File: config.mk
export PLATFORM = sky130hd
export DESIGN_NAME = status_frame_receiver
export DESIGN_NICKNAME = d
export VERILOG_FILES = /design/src/rtl/status_frame_receiver.sv
export SDC_FILE = /design/constraint.sdc
export NUM_CORES = 1
export LEC_CHECK = 0
export BUFFER_PORTS_ARGS = -buffer_cell sky130_fd_sc_hd__buf_2
export CAP_MARGIN = 5
export CORE_MARGIN = 5
export CORE_UTILIZATION = 38
export DETAILED_ROUTE_END_ITERATION = 10
export PLACE_DENSITY = 0.58
export SLEW_MARGIN = 20
export SYNTH_ARGS = -nofsm -noshare
export SYNTH_HDL_FRONTEND = slang
export SYNTH_SLANG_ARGS = --single-unit
File: constraint.sdc
create_clock -name CLK -period 1.7 [get_ports CLK]
set_input_delay 0.34 -clock CLK [delete_from_list [all_inputs] [get_ports CLK]]
set_output_delay 0.34 -clock CLK [all_outputs]
set_load 0.02 [all_outputs]
File: src/rtl/status_frame_receiver.sv
`default_nettype none
// ============================================================================
// Module   : status_frame_receiver
// Purpose  : Receives the serial status link from the main alarm board.
//            It rebuilds each MSG_W-bit status frame from the bit stream,
//            rejects frames that are too short or too long, and holds the
//            flags from the last good frame so the LEDs can show them.
//            A watchdog raises LINK_LOST when no good frame has arrived for
//            a while.
// Ports    : CLK          serial clock shared with the main board (posedge)
//            RST          synchronous, active-high reset
//            STATUS_SEND  frame enable, high for MSG_W cycles per frame
//            STATUS_IN    frame data, LSB first, one bit per SEND cycle
//            ARMED        flag from bit 0 of the last valid frame
//            ALARM        flag from bit 1 of the last valid frame
//            SENSOR1      flag from bit 2 of the last valid frame
//            SENSOR2      flag from bit 3 of the last valid frame
//            FRAME_OK     one-cycle pulse when a valid frame is accepted
//            FRAME_ERR    one-cycle pulse when a short or overlong frame is
//                         rejected
//            ERR_COUNT    saturating count of FRAME_ERR pulses
//            LINK_LOST    high when no valid frame has arrived for TIMEOUT
//                         cycles, or none since reset
// Options  : STATUS_CONFIRM_EN - when defined, the flags change only when two
//            valid frames in a row carry the same payload.
// Revision : 1.0 - initial release
// ============================================================================
module status_frame_receiver #(
  parameter int MSG_W   = 4,   // data bits per frame (flag mapping needs >= 4)
  parameter int TIMEOUT = 64,  // idle cycles before LINK_LOST (>= MSG_W+2)
  parameter int ERR_W   = 8    // frame-error counter width
) (
  input  logic             CLK,
  input  logic             RST,
  input  logic             STATUS_SEND,
  input  logic             STATUS_IN,
  output logic             ARMED,
  output logic             ALARM,
  output logic             SENSOR1,
  output logic             SENSOR2,
  output logic             FRAME_OK,
  output logic             FRAME_ERR,
  output logic [ERR_W-1:0] ERR_COUNT,
  output logic             LINK_LOST
);

  localparam int c_cnt_w = $clog2(MSG_W + 1);
  localparam int c_wd_w  = $clog2(TIMEOUT + 1);

  localparam logic [c_cnt_w-1:0] c_cnt_full = c_cnt_w'(MSG_W);
  localparam logic [c_cnt_w-1:0] c_cnt_one  = c_cnt_w'(1);
  localparam logic [c_wd_w-1:0]  c_wd_max   = c_wd_w'(TIMEOUT);
  localparam logic [c_wd_w-1:0]  c_wd_one   = c_wd_w'(1);
  localparam logic [ERR_W-1:0]   c_err_max  = {ERR_W{1'b1}};
  localparam logic [ERR_W-1:0]   c_err_one  = ERR_W'(1);

  typedef enum logic [1:0] {
    S_IDLE    = 2'd0,
    S_SHIFT   = 2'd1,
    S_DISCARD = 2'd2
  } state_t;

  state_t             state_q, state_d;
  logic [c_cnt_w-1:0] cnt_q, cnt_d;          // bits captured so far
  logic [MSG_W-1:0]   sr_q, sr_d;            // frame under assembly
  logic [MSG_W-1:0]   flags_q, flags_d;      // last accepted payload
  logic               frame_ok_q, frame_ok_d;
  logic               frame_err_q, frame_err_d;
  logic [ERR_W-1:0]   err_cnt_q, err_cnt_d;
  logic [c_wd_w-1:0]  wd_q, wd_d;            // cycles since last FRAME_OK
  logic               seen_q, seen_d;        // a valid frame arrived since reset
  logic               link_lost_q, link_lost_d;

`ifdef STATUS_CONFIRM_EN
  logic [MSG_W-1:0]   prev_q, prev_d;        // payload of previous valid frame
  logic               prev_vld_q, prev_vld_d;
`endif

  // --------------------------------------------------------------------------
  // Next-state logic
  // --------------------------------------------------------------------------
  always_comb begin
    state_d     = state_q;
    cnt_d       = cnt_q;
    sr_d        = sr_q;
    flags_d     = flags_q;
    frame_ok_d  = 1'b0;
    frame_err_d = 1'b0;
`ifdef STATUS_CONFIRM_EN
    prev_d      = prev_q;
    prev_vld_d  = prev_vld_q;
`endif

    case (state_q)
      S_IDLE: begin
        if (STATUS_SEND) begin
          // Stale upper bits of sr are harmless: a frame is only accepted
          // once every position has been overwritten.
          sr_d[0] = STATUS_IN;
          cnt_d   = c_cnt_one;
          state_d = S_SHIFT;
        end
      end

      S_SHIFT: begin
        if (STATUS_SEND) begin
          if (cnt_q < c_cnt_full) begin
            for (int i = 0; i < MSG_W; i++) begin
              if (cnt_q == c_cnt_w'(i)) begin
                sr_d[i] = STATUS_IN;
              end
            end
            cnt_d = cnt_q + c_cnt_one;
          end else begin
            // One bit too many: report once, then swallow the rest of the burst.
            frame_err_d = 1'b1;
            state_d     = S_DISCARD;
          end
        end else begin
          state_d = S_IDLE;
          cnt_d   = '0;
          if (cnt_q == c_cnt_full) begin
            frame_ok_d = 1'b1;
`ifdef STATUS_CONFIRM_EN
            // Only a payload seen twice in a row reaches the LEDs.
            if (prev_vld_q && (sr_q == prev_q)) begin
              flags_d = sr_q;
            end
            prev_d     = sr_q;
            prev_vld_d = 1'b1;
`else
            flags_d = sr_q;
`endif
          end else begin
            frame_err_d = 1'b1;
          end
        end
      end

      S_DISCARD: begin
        if (!STATUS_SEND) begin
          state_d = S_IDLE;
          cnt_d   = '0;
        end
      end

      default: begin
        state_d = S_IDLE;
        cnt_d   = '0;
      end
    endcase
  end

  // Error counter sticks at all-ones rather than wrapping back to a small value.
  always_comb begin
    err_cnt_d = err_cnt_q;
    if (frame_err_d && (err_cnt_q != c_err_max)) begin
      err_cnt_d = err_cnt_q + c_err_one;
    end
  end

  // Watchdog is evaluated from the same next-state as FRAME_OK so that
  // LINK_LOST falls in the very cycle FRAME_OK rises.
  always_comb begin
    wd_d = wd_q;
    if (frame_ok_d) begin
      wd_d = '0;
    end else if (wd_q != c_wd_max) begin
      wd_d = wd_q + c_wd_one;
    end
    seen_d      = seen_q | frame_ok_d;
    link_lost_d = ~seen_d | (wd_d == c_wd_max);
  end

  // --------------------------------------------------------------------------
  // State registers
  // --------------------------------------------------------------------------
  always_ff @(posedge CLK) begin
    if (RST) begin
      state_q     <= S_IDLE;
      cnt_q       <= '0;
      sr_q        <= '0;
      flags_q     <= '0;
      frame_ok_q  <= 1'b0;
      frame_err_q <= 1'b0;
      err_cnt_q   <= '0;
      wd_q        <= '0;
      seen_q      <= 1'b0;
      link_lost_q <= 1'b1;
`ifdef STATUS_CONFIRM_EN
      prev_q      <= '0;
      prev_vld_q  <= 1'b0;
`endif
    end else begin
      state_q     <= state_d;
      cnt_q       <= cnt_d;
      sr_q        <= sr_d;
      flags_q     <= flags_d;
      frame_ok_q  <= frame_ok_d;
      frame_err_q <= frame_err_d;
      err_cnt_q   <= err_cnt_d;
      wd_q        <= wd_d;
      seen_q      <= seen_d;
      link_lost_q <= link_lost_d;
`ifdef STATUS_CONFIRM_EN
      prev_q      <= prev_d;
      prev_vld_q  <= prev_vld_d;
`endif
    end
  end

  // --------------------------------------------------------------------------
  // Outputs
  // --------------------------------------------------------------------------
  assign ARMED     = flags_q[0];
  assign ALARM     = flags_q[1];
  assign SENSOR1   = flags_q[2];
  assign SENSOR2   = flags_q[3];
  assign FRAME_OK  = frame_ok_q;
  assign FRAME_ERR = frame_err_q;
  assign ERR_COUNT = err_cnt_q;
  assign LINK_LOST = link_lost_q;

endmodule
`default_nettype wire

==> results of run 1 <==
[cell type report]
type	instances	area (µm²)	area share [%]
clock buffer	6	82.6	4.39
clock inverter	2	10.0	0.532
inverter	7	26.3	1.40
multi-input combinational	130	882	46.9
sequential	32	641	34.0
tap	50	62.6	3.32
timing repair buffer	28	178	9.44
[logic make-up (layout without fill, tap and decap cells)]
logic type,Yosys count,after routing,synth area share (%)
AOI/OAI and AO/OA,29,29,13.2
xor gates and xnor gates,7,7,3.87
adders and majority gates,8,8,6.31
buffers and inverters,16,43,4.66
DFF,32,32,40.4
muxes,10,10,6.47
and+or+nand+nor,76,76,25.1
[cell usage after synthesis, types with 2 or more instances]
cell / n
nand3_1: 11
o21ai_0: 4
xor2_1: 3
a211oi_1: 2
o21a_1: 2
o41ai_1: 2
mux2i_1: 8
clkbuf_1: 5
nor2_1: 22
and2_1: 2
or3_1: 3
a2bb2oi_1: 2
nand2_1: 13
nand4_1: 2
xnor2_1: 4
nand2b_1: 3
nor2b_1: 5
dfxtp_1: 32
ha_1: 8
a21o_1: 2
and4b_1: 2
inv_1: 7
nor3_1: 6
buf_2: 2
a21oi_1: 10
[how the worst max path moves through the flow]
stage	start	to	slack, ns	cells after the start
global route	ERR_COUNT[0]	ERR_COUNT[6]	-0.004	5
finish	ERR_COUNT[0]	ERR_COUNT[6]	0.08	5
detailed placement	cnt_q[1]	ERR_COUNT[7]	0.08	6
CTS	cnt_q[1]	ERR_COUNT[7]	0.06	6
floorplan	cnt_q[0]	ERR_COUNT[7]	0.07	6
global placement	ERR_COUNT[0]	ERR_COUNT[6]	0.13	5
[metal layers]
layer | up-vias | global-route usage [%] | share of wire [%] | routed length (µm)
met2 | 15 | 18.7 | 46 | 1430
met4 | 0 | 4.74 | 1.5 | 45
li1 | 669 | - | - | -
met3 | 5 | 4.73 | 4.1 | 126
met1 | 571 | 15.8 | 48 | 1500
met5 | - | 0 | 0 | 0
[state kept, by name, indices dropped and copies added, names as in the netlist]
| signal | flops |
|---|---|
| ERR_COUNT | 8 |
| FRAME_ERR | 1 |
| FRAME_OK | 1 |
| LINK_LOST | 1 |
| cnt_q | 3 |
| flags_q | 4 |
| seen_q | 1 |
| sr_q | 4 |
| state_q | 2 |
| wd_q | 7 |
[power by group through the flow]
stage,registers (mW),clock network [mW],logic (mW)
after floorplan,0.798,0,0.0859
after global placement,0.795,0,0.124
after CTS,0.779,0.625,0.129
after detailed placement,0.796,0,0.128
final,0.779,0.601,0.129
after global routing,0.781,0.656,0.146
[layout by cell type (no fill, tap or decap), types with 3 or more instances in the layout]
cell type	n
dfxtp_1	32
nor2_1	22
buf_2	18
nand2_1	13
nand3_1	11
a21oi_1	10
buf_4	9
mux2i_1	8
ha_1	8
inv_1	7
clkbuf_8	6
nor2b_1	5
nor3_1	5
o21ai_0	4
xnor2_1	4
nand2b_1	3
or3_1	3
xor2_1	3
[timing repair]
action                                  in CTS  in global routing
endpoints found under the setup margin       0                  3
buffers inserted                             0                  1
gates resized for setup                      0                  2
hold buffers                                 0                  0
[worst register-to-register path, delay by kind of cell (launching register included)]
family / cells / cell delay (ns)
AOI/OAI and AO/OA: 2 / 0.35
DFF: 1 / 0.34
adders and majority gates: 1 / 0.24
and+or+nand+nor: 2 / 0.62
[metrics by stage]
step,hold WS [ns],TNS (ns),cells
6_report,0.341,0,255
5_1_grt,0.345,-0.00426,255
4_1_cts,0.327,0,254
3_5_place_dp,0.456,0,246
3_3_place_gp,0.454,0,246
2_1_floorplan,0.436,0,178
==> reports/summary.txt, run 1 <==
Switching Share - 24.3%
First-pass DRT Iterations - 4
Area leader, netlist - dfxtp_1
Leak - 0.748 nW
Post-synth top area share - 40.4%
Worst reg2reg path endpoint - ERR_COUNT[6]
Dpl ws - 0.0754 ns
Data arrival time of the critical path - 1.83 ns
Final nets - 216
Reg clk slew, reported paths - 0.06 ns
Critical Path Slowest Stage Cell - or4_1
Worst slew pin tran - 0.512 ns
Maximum root-to-sink buffer count - 2
Syn nets - 190
Peak supply drop - 229 µV
Syn_area_per_cell - 8.91 µm²
Max Cap Violations - 0
Core ar. - 4030 µm²
Status - complete, no violations
Slowest stage delay, CP - 0.43 ns
Clock share of power - 39.9%
Crit path max-delay family - simple AND/OR/NAND/NOR gates
Pwr Density - 802 nW/µm²
Root Buffer - clkbuf_8
Via-per-instance ratio - 4.94
Gate Count Post-Synth - 178
Period Utilization, post-route - 95.1%
Vias in the first global route - 1147
Hold Violations, Final - 0
R2R depth - 5
Starting Density - 39.3%
Setup Skew - 0.00675 ns
Worst Hold Class - primary input to flip-flop
Placed inst area - 1770 µm²
Port buffer count - 18
Synth Register Bits - 32
Sink Count - 32
Largest net degree at the start of global routing - 28
Share of cells above drive strength 1 - 21.5%
CP startpoint kind - flip-flop
Routability cong. - 0.913
Dominant synthesized flop cell - dfxtp_1
Rows - 23
Sequential power share - 51.6%
Ant. Diodes - 0
Reg2Reg Setup Slack - 0.08 ns
P_int - 1.14 mW
Ys Warns - 0
Kind of critical path - flip-flop to flip-flop
Fmax - 619 MHz
DP HPWL - 2230 µm
Total power - 1.51 mW
Fraction of registers with async set or reset after synthesis - 0%
Chip width - 74.6 µm
H-tree levels - 2
Die ar. - 5560 µm²
Post-synthesis sequential area ratio - 40.4%
Worst Hold End - sr_q[3]
Hold wc startpoint - STATUS_IN
Area grow syn2layout - 18.7%
Worst path cell trace - ha_1, nand4_1, o2111ai_4, or4_1, a21oi_1
Buf/Inv on CP - 0
Vias - 1260
Total GRT Usage - 12.3%
Slew Limit Fails - 0
Worst-Skew Late Latency - 0.28 ns
Starting DRT DRC Count - 68
CTS tree - done
FF-to-FF Start - ERR_COUNT[0]
Min Tclk post-route - 1.62 ns
Slew HR - 65.9%
Hold path depth - 3
Cell variety after synth - 41
Fill count - 408
Die Height - 74.6 µm
Comb pwr share - 8.5%
Initial antenna violation count - 0
CTS buffer count - 5
Number of synthesized flops with an enable pin - 0
Final Instance Area - 1880 µm²
WL/cell - 12.2 µm
Slack of the critical path - 0.0837 ns
Setup crit end kind - flip-flop
DR DRC count - 0
Worst EP required - 1.91 ns
GR Overflow Total - 0
Ranking of synthesized cells by area - dfxtp_1, ha_1, nor2_1
Final setup viols - 0
Crit-path max FO - 9
Top Ports - 19
Final WL - 3100 µm
Finished Core Util - 46.7%
Sw Pwr - 0.366 mW
First-pass GRT wire length - 5290 µm
Final ANT Viol Nets - 0
Post-Syn Area - 1590 µm²
Note: power is estimated with default switching activity, not from simulation.
==> run 2: changes to the inputs <==
Settings changed: CORE_UTILIZATION 38 to 25, PLACE_DENSITY 0.58 to 0.42.
==> run 2 against run 1 <==
Combinational power about the same; sequential power about the same; cell area up 3.3%; clock skew up 0.00095 ns; critical path type unchanged; clock power up 4.7%.
==> reports/summary.txt, run 2 (synthesized netlist as in run 1, its figures left out) <==
Core ar. - 6240 µm² (was 4030 µm²)
Worst EP required - 1.91 ns (about the same)
Met3 Use GR - 2.65% (was 4.73%)
Hold Violations, Final - 0 (unchanged)
Number of hold buffers added after CTS - 0 (unchanged)
Initial antenna violation count - 0 (unchanged)
Critical Path Slowest Stage Cell - or4_1 (unchanged)
Pwr Density - 791 nW/µm² (was 802 nW/µm²)
Slowest stage delay, CP - 0.44 ns (was 0.43 ns)
Period Utilization, post-route - 93.6% (was 95.1%)
Buf/Inv on CP - 0 (unchanged)
Crit-path max FO - 9 (unchanged)
Worst slew pin tran - 0.325 ns (was 0.512 ns)
RSZ-0062 raised after global routing - true
Fmax - 628 MHz (was 619 MHz)
Maximum root-to-sink buffer count - 2 (unchanged)
Root Buffer - clkbuf_8 (unchanged)
Hold WS - 0.352 ns (was 0.341 ns)
Starting Density - 25.4% (was 39.3%)
Port buffer count - 18 (unchanged)
Worst path cell trace - ha_1, nand4_1, o2111ai_4, or4_1, a21oi_1 (unchanged)
Routability cong. - 0.713 (was 0.913)
Peak supply drop - 292 µV (was 229 µV)
Met1 GRT Util - 11.0% (was 15.8%)
GR Overflow Total - 0 (unchanged)
Largest net degree at the start of global routing - 18 (was 28)
Vias in the first global route - 1297 (was 1147)
Setup Skew - 0.00769 ns (was 0.00675 ns)
DP HPWL - 2340 µm (was 2230 µm)
Fill count - 684 (was 408)
Rows - 29 (was 23)
First-pass GRT wire length - 5730 µm (was 5290 µm)
DR DRC count - 0 (unchanged)
WL/cell - 11.4 µm (was 12.2 µm)
Sum of negative setup slack - 0 ns (unchanged)
Vias - 1266 (was 1260)
Max Cap Violations - 0 (unchanged)
Final ANT Viol Nets - 0 (unchanged)
Top Ports - 19 (unchanged)
Final nets - 217 (was 216)
Area grow syn2layout - 22.6% (was 18.7%)
CTS tree - done (unchanged)
Status - complete, no violations (unchanged)
First-pass DRT Iterations - 4 (unchanged)
Slew Limit Fails - 0 (unchanged)
Total GRT Usage - 9.08% (was 12.3%)
Slew HR - 78.4% (was 65.9%)
Dpl ws - 0.0167 ns (was 0.0754 ns)
CP startpoint kind - flip-flop (unchanged)
Worst Hold Class - primary input to flip-flop (unchanged)
Data arrival time of the critical path - 1.80 ns (was 1.83 ns)
Multi-input gate area - 898 µm² (was 882 µm²)
Commonest non-fill, non-tap cell in the layout - dfxtp_1 (unchanged)
Register area - 641 µm² (unchanged)
GR Layer Usage met2 - 14.8% (was 18.7%)
Via-per-instance ratio - 4.49 (was 4.94)
Commonest non-fill, non-tap cells in the layout - dfxtp_1, nor2_1, buf_2, nand2_1 (was dfxtp_1, nor2_1, buf_2, nand2_1, nand3_1)
Chip width - 89.6 µm (was 74.6 µm)
Leak - 0.765 nW (was 0.748 nW)
Busiest grt layer - met2 (unchanged)
CTS buffer count - 5 (unchanged)
Placed inst area - 1800 µm² (was 1770 µm²)
Flip-flop count of the largest register after layout - 8 (unchanged)
Sink Count - 32 (unchanged)
Final WL - 3220 µm (was 3100 µm)
Share of cells above drive strength 1 - 22.0% (was 21.5%)
Crit path max-delay family - simple AND/OR/NAND/NOR gates (unchanged)
Ant. Diodes - 0 (unchanged)
Finished Core Util - 31.1% (was 46.7%)
Worst-Skew Late Latency - 0.28 ns (about the same)
Starting DRT DRC Count - 27 (was 68)
Slack of the critical path - 0.109 ns (was 0.0837 ns)
Die ar. - 8030 µm² (was 5560 µm²)
H-tree levels - 2 (unchanged)
Final Instance Area - 1940 µm² (was 1880 µm²)
Min Tclk post-route - 1.59 ns (was 1.62 ns)
Final setup viols - 0 (unchanged)
Die Height - 89.6 µm (was 74.6 µm)
Kind of critical path - flip-flop to flip-flop (unchanged)
Setup crit end kind - flip-flop (unchanged)
Reg clk slew, reported paths - 0.06 ns (about the same)
[run 2: cell count changes in the layout (fill, tap and decap cells not counted), sizes merged]
| cell | change |
|---|---|
| clkinv | -2 |
| buf | +1 |
| clkbuf | +1 |
[run 2: timing repair]
| item | CTS | global route |
|---|---|---|
| setup endpoints to repair | 0 | 6 |
| hold endpoints to repair | 0 | 0 |
| setup buffers | 0 | 2 |
| resized for setup | 0 | 4 |
[run 2: through the flow]
stage,cells,power (mW)
6_report,282,1.54
4_1_cts,280,1.57
3_3_place_gp,273,0.925
3_5_place_dp,273,0.925
2_1_floorplan,178,0.883
5_1_grt,282,1.62
[run 2: final cells by class]
type | instances | area share (%)
well taps | 77 | 4.96
multi-input cells | 130 | 46.2
flip-flops and latches | 32 | 33.0
clock buffers | 7 | 4.96
repair buffers | 29 | 9.53
inverters | 7 | 1.35
[run 2: worst reg2reg max path: stages, from the launching register on]
cell       delay [ns]
dfxtp_1          0.34
ha_1             0.25
nand4_1          0.15
o2111ai_4        0.20
or4_1            0.44
a21oi_1          0.14
[run 2: power breakdown]
part | total (mW) | internal (mW) | switching [mW]
clock network | 0.629 | 0.360 | 0.269
registers | 0.779 | 0.764 | 0.0142
logic | 0.129 | 0.0559 | 0.0736
total | 1.54 | 1.18 | 0.356
[run 2: path summary, 6_finish.rpt]
path | startpoint | endpoint | slack (ns) | depth (start not counted)
min | STATUS_IN | sr_q[3] | 0.35 | 3
min reg2reg | sr_q[3] | sr_q[3] | 0.46 | 2
max reg2reg | ERR_COUNT[0] | ERR_COUNT[6] | 0.11 | 5
max | ERR_COUNT[0] | ERR_COUNT[6] | 0.11 | 5
[run 2: per-layer routing]
layer  routed length (µm)  part of all wire (%)  vias up
met5                    0                     0        -
met4                   78                   2.4        0
met3                  152                   4.7        8
met2                 1440                    45       21
met1                 1540                    48      567
li1                     -                     -      670
==> run 3: changes to the inputs <==
Settings changed: ABC_AREA set to 1.
==> run 3 against run 2 <==
Fmax increased by 5.6%; critical path type unchanged; highest routed layer unchanged; critical path depth increased by 4; largest cell class unchanged; die area decreased by 0.91%; non-clock buffer count decreased by 8; clock power decreased by 15%; worst setup slack improved by 0.084 ns; first-iteration DRC count increased to 3.4 times the previous value; largest power group unchanged; register-to-register slack improved by 0.08 ns; clock skew decreased by 0.0017 ns.
==> reports/summary.txt, run 3 <==
Routability cong. - 0.795 (was 0.713)
Pwr Density - 815 nW/µm² (was 791 nW/µm²)
Crit path max-delay family - simple AND/OR/NAND/NOR gates (unchanged)
Vias in the first global route - 1188 (was 1297)
Setup Skew - 0.00602 ns (was 0.00769 ns)
Starting DRT DRC Count - 93 (was 27)
Post-synthesis sequential area ratio - 40.8% (was 40.4%)
Ranking of synthesized cells by area - dfxtp_1, nand2_1, nor2_1 (was dfxtp_1, ha_1, nor2_1)
Root Buffer - clkbuf_8 (unchanged)
Die Height - 89.2 µm (was 89.6 µm)
WL/cell - 10.7 µm (was 11.4 µm)
Rows - 28 (was 29)
Maximum root-to-sink buffer count - 2 (unchanged)
Fraction of registers with async set or reset after synthesis - 0% (unchanged)
Leak - 0.808 nW (was 0.765 nW)
Setup crit end kind - flip-flop (unchanged)
Port buffer count - 18 (unchanged)
Worst EP required - 1.92 ns (was 1.91 ns)
Hold WS - 0.366 ns (was 0.352 ns)
Largest net degree at the start of global routing - 13 (was 18)
Most numerous cell in the Yosys netlist - nand2_1 (was dfxtp_1)
Critical Path Slowest Stage Cell - dfxtp_1 (was or4_1)
First-pass GRT wire length - 5650 µm (was 5730 µm)
Hold Violations, Final - 0 (unchanged)
Sequential power share - 53.1% (was 50.7%)
Final WL - 3410 µm (was 3220 µm)
Syn_area_per_cell - 7.16 µm² (was 8.91 µm²)
Period Utilization, post-route - 88.7% (was 93.6%)
Top Ports - 19 (unchanged)
CTS tree - done (unchanged)
Buf/Inv on CP - 1 (was 0)
Fill count - 673 (was 684)
Hold wc startpoint - STATUS_IN (unchanged)
Placed cells - 311 (was 273)
GR Overflow Total - 0 (unchanged)
Vias - 1394 (was 1266)
Syn nets - 231 (was 190)
Dominant synthesized flop cell - dfxtp_1 (unchanged)
Commonest non-fill, non-tap cells in the layout - nand2_1, nor2_1, dfxtp_1, inv_1, buf_2 (was dfxtp_1, nor2_1, buf_2, nand2_1)
Clock share of power - 35.9% (was 40.9%)
Chip width - 89.2 µm (was 89.6 µm)
Worst slew pin tran - 0.294 ns (was 0.325 ns)
Reg2Reg Setup Slack - 0.19 ns (was 0.11 ns)
Final ANT Viol Nets - 0 (unchanged)
Comb pwr share - 10.9% (was 8.4%)
Peak supply drop - 279 µV (was 292 µV)
Slew HR - 80.2% (was 78.4%)
H-tree levels - 2 (unchanged)
Post-Syn Area - 1570 µm² (was 1590 µm²)
Slew Limit Fails - 0 (unchanged)
Number of synthesized flops with an enable pin - 0 (unchanged)
Placed inst area - 1750 µm² (was 1800 µm²)
Hold path depth - 3 (unchanged)
Initial antenna violation count - 0 (unchanged)
Area leader, netlist - dfxtp_1 (unchanged)
Reg clk slew, reported paths - 0.07 ns (was 0.06 ns)
Share of cells above drive strength 1 - 17.3% (was 22.0%)
RSZ-0062 raised after global routing - true (unchanged)
P_int - 1.11 mW (was 1.18 mW)
Sink Count - 32 (unchanged)
Final setup viols - 0 (unchanged)
Synth cell count leaders - nand2_1, nor2_1, dfxtp_1, inv_1, nand3_1 (was dfxtp_1, nor2_1, nand2_1, nand3_1, a21oi_1)
Via-per-instance ratio - 4.38 (was 4.49)
Switching Share - 25.8% (was 23.2%)
Synth Register Bits - 32 (unchanged)
Worst reg2reg path endpoint - ERR_COUNT[2] (was ERR_COUNT[6])
Worst-Skew Late Latency - 0.28 ns (about the same)
Sw Pwr - 0.386 mW (was 0.356 mW)
Min Tclk post-route - 1.51 ns (was 1.59 ns)
Final Instance Count excl. Fillers - 318 (was 282)
Status - complete, no violations (unchanged)
Data arrival time of the critical path - 1.73 ns (was 1.80 ns)
CTS buffer count - 5 (unchanged)
Gate Count Post-Synth - 219 (was 178)
Slowest stage delay, CP - 0.39 ns (was 0.44 ns)
CP startpoint kind - flip-flop (unchanged)
Ys Warns - 0 (unchanged)
Post-CTS setup buffers - 0 (unchanged)
Top cell by count, worst path - nand2_1
Finished Core Util - 30.4% (was 31.1%)
Flip-flop count of the largest register after layout - 8 (unchanged)
Crit-path max FO - 12 (was 9)
First-pass DRT Iterations - 4 (unchanged)
FF-to-FF Start - cnt_q[0] (was ERR_COUNT[0])
Max Cap Violations - 0 (unchanged)
Fmax - 663 MHz (was 628 MHz)
Worst Hold End - sr_q[3] (unchanged)
DR DRC count - 0 (unchanged)
Starting Density - 26.0% (was 25.4%)
Core ar. - 6030 µm² (was 6240 µm²)
Kind of critical path - flip-flop to flip-flop (unchanged)
Commonest non-fill, non-tap cell in the layout - nand2_1 (was dfxtp_1)
Worst path cell trace - inv_1, ha_1, nand2_1, nor2_2, nor3_2, nand2_4, o21ai_0, nand2_1, nor2_1 (was ha_1, nand4_1, o2111ai_4, or4_1, a21oi_1)
Post-synth top area share - 40.8% (was 40.4%)
Ant. Diodes - 0 (unchanged)
Final Instance Area - 1830 µm² (was 1940 µm²)
Worst Hold Class - primary input to flip-flop (unchanged)
Total GRT Usage - 9.47% (was 9.08%)
Final nets - 255 (was 217)
Cell variety after synth - 24 (was 41)
Area grow syn2layout - 16.8% (was 22.6%)
Die ar. - 7960 µm² (was 8030 µm²)
R2R depth - 9 (was 5)
DP HPWL - 2620 µm (was 2340 µm)
[run 3: cell count changes after synthesis, moves of 5 or more]
| cell | previous run | this run |
|---|---|---|
| nand2_1 | 13 | 46 |
| nor2_2 | 0 | 5 |
| mux2i_1 | 8 | 0 |
| nor2_1 | 22 | 39 |
| inv_1 | 7 | 23 |
| nor2b_1 | 5 | 0 |
| o21ai_0 | 4 | 11 |
[run 3: layout make-up]
class | instances | area, µm² | area share (%)
Tap cell | 75 | 93.8 | 5.12
Timing Repair Buffer | 21 | 113 | 6.14
Sequential cell | 32 | 641 | 34.9
Multi-Input combinational cell | 158 | 815 | 44.4
Clock inverter | 1 | 5.00 | 0.273
Inverter | 25 | 93.8 | 5.12
Clock buffer | 6 | 72.6 | 3.96
[run 3: worst max-delay path by stage]
stage / to / slack, ns / start / cells after the start
finish: ERR_COUNT[2] / 0.19 / cnt_q[0] / 9
global route: ERR_COUNT[5] / -0.004 / cnt_q[0] / 9
CTS: LINK_LOST / 0.12 / cnt_q[0] / 10
detailed placement: LINK_LOST / 0.15 / cnt_q[0] / 10
global placement: LINK_LOST / 0.15 / cnt_q[0] / 10
floorplan: ERR_COUNT[6] / 0.28 / ERR_COUNT[1] / 9
[run 3: cell families (layout without fill, tap and decap cells)]
family,Yosys count,count (layout),share of synthesized area [%]
AOI/OAI and AO/OA,27,27,9.17
xor gates and xnor gates,4,4,2.23
adders and majority gates,8,8,6.38
buffers and inverters,29,53,7.89
DFF,32,32,40.8
and+or+nand+nor,119,119,33.5
[run 3: metrics by stage]
step / total power, mW / TNS [ns] / worst slack (ns)
final: 1.49 / 0 / 0.193
after global routing: 1.59 / -0.00352 / -0.00352
after CTS: 1.53 / 0 / 0.121
after detailed placement: 0.972 / 0 / 0.146
after global placement: 0.974 / 0 / 0.150
after floorplan: 0.925 / 0 / 0.282
[run 3: power by group through the flow]
stage          Sequential [mW]  Combinational, mW  Clock, mW
5_1_grt                  0.796              0.192      0.602
3_5_place_dp             0.810              0.163          0
6_report                 0.794              0.163      0.537
2_1_floorplan            0.814              0.111          0
3_3_place_gp             0.810              0.164          0
4_1_cts                  0.793              0.163      0.573
[run 3: routing by layer]
metal / up-vias / routed length, µm / share of wire, % / global-route usage (%)
met1: 615 / 1730 / 51 / 12.8
met4: 0 / 57 / 1.7 / 3.65
met5: - / 0 / 0 / 0
met2: 27 / 1410 / 41 / 13.3
li1: 747 / - / - / -
met3: 5 / 214 / 6.3 / 3.96
[run 3: worst reg2reg max path, cell delays in order, from the launching register on]
cell,delay (ns)
dfxtp_1,0.39
inv_1,0.08
ha_1,0.21
nand2_1,0.08
nor2_2,0.06
nor3_2,0.19
nand2_4,0.14
o21ai_0,0.17
nand2_1,0.06
nor2_1,0.08
[run 3: timing repair]
action / in CTS / in global routing
hold endpoints to repair: 0 / 0
resized for setup: 0 / 3
hold buffers: 0 / 0
endpoints found under the setup margin: 0 / 5
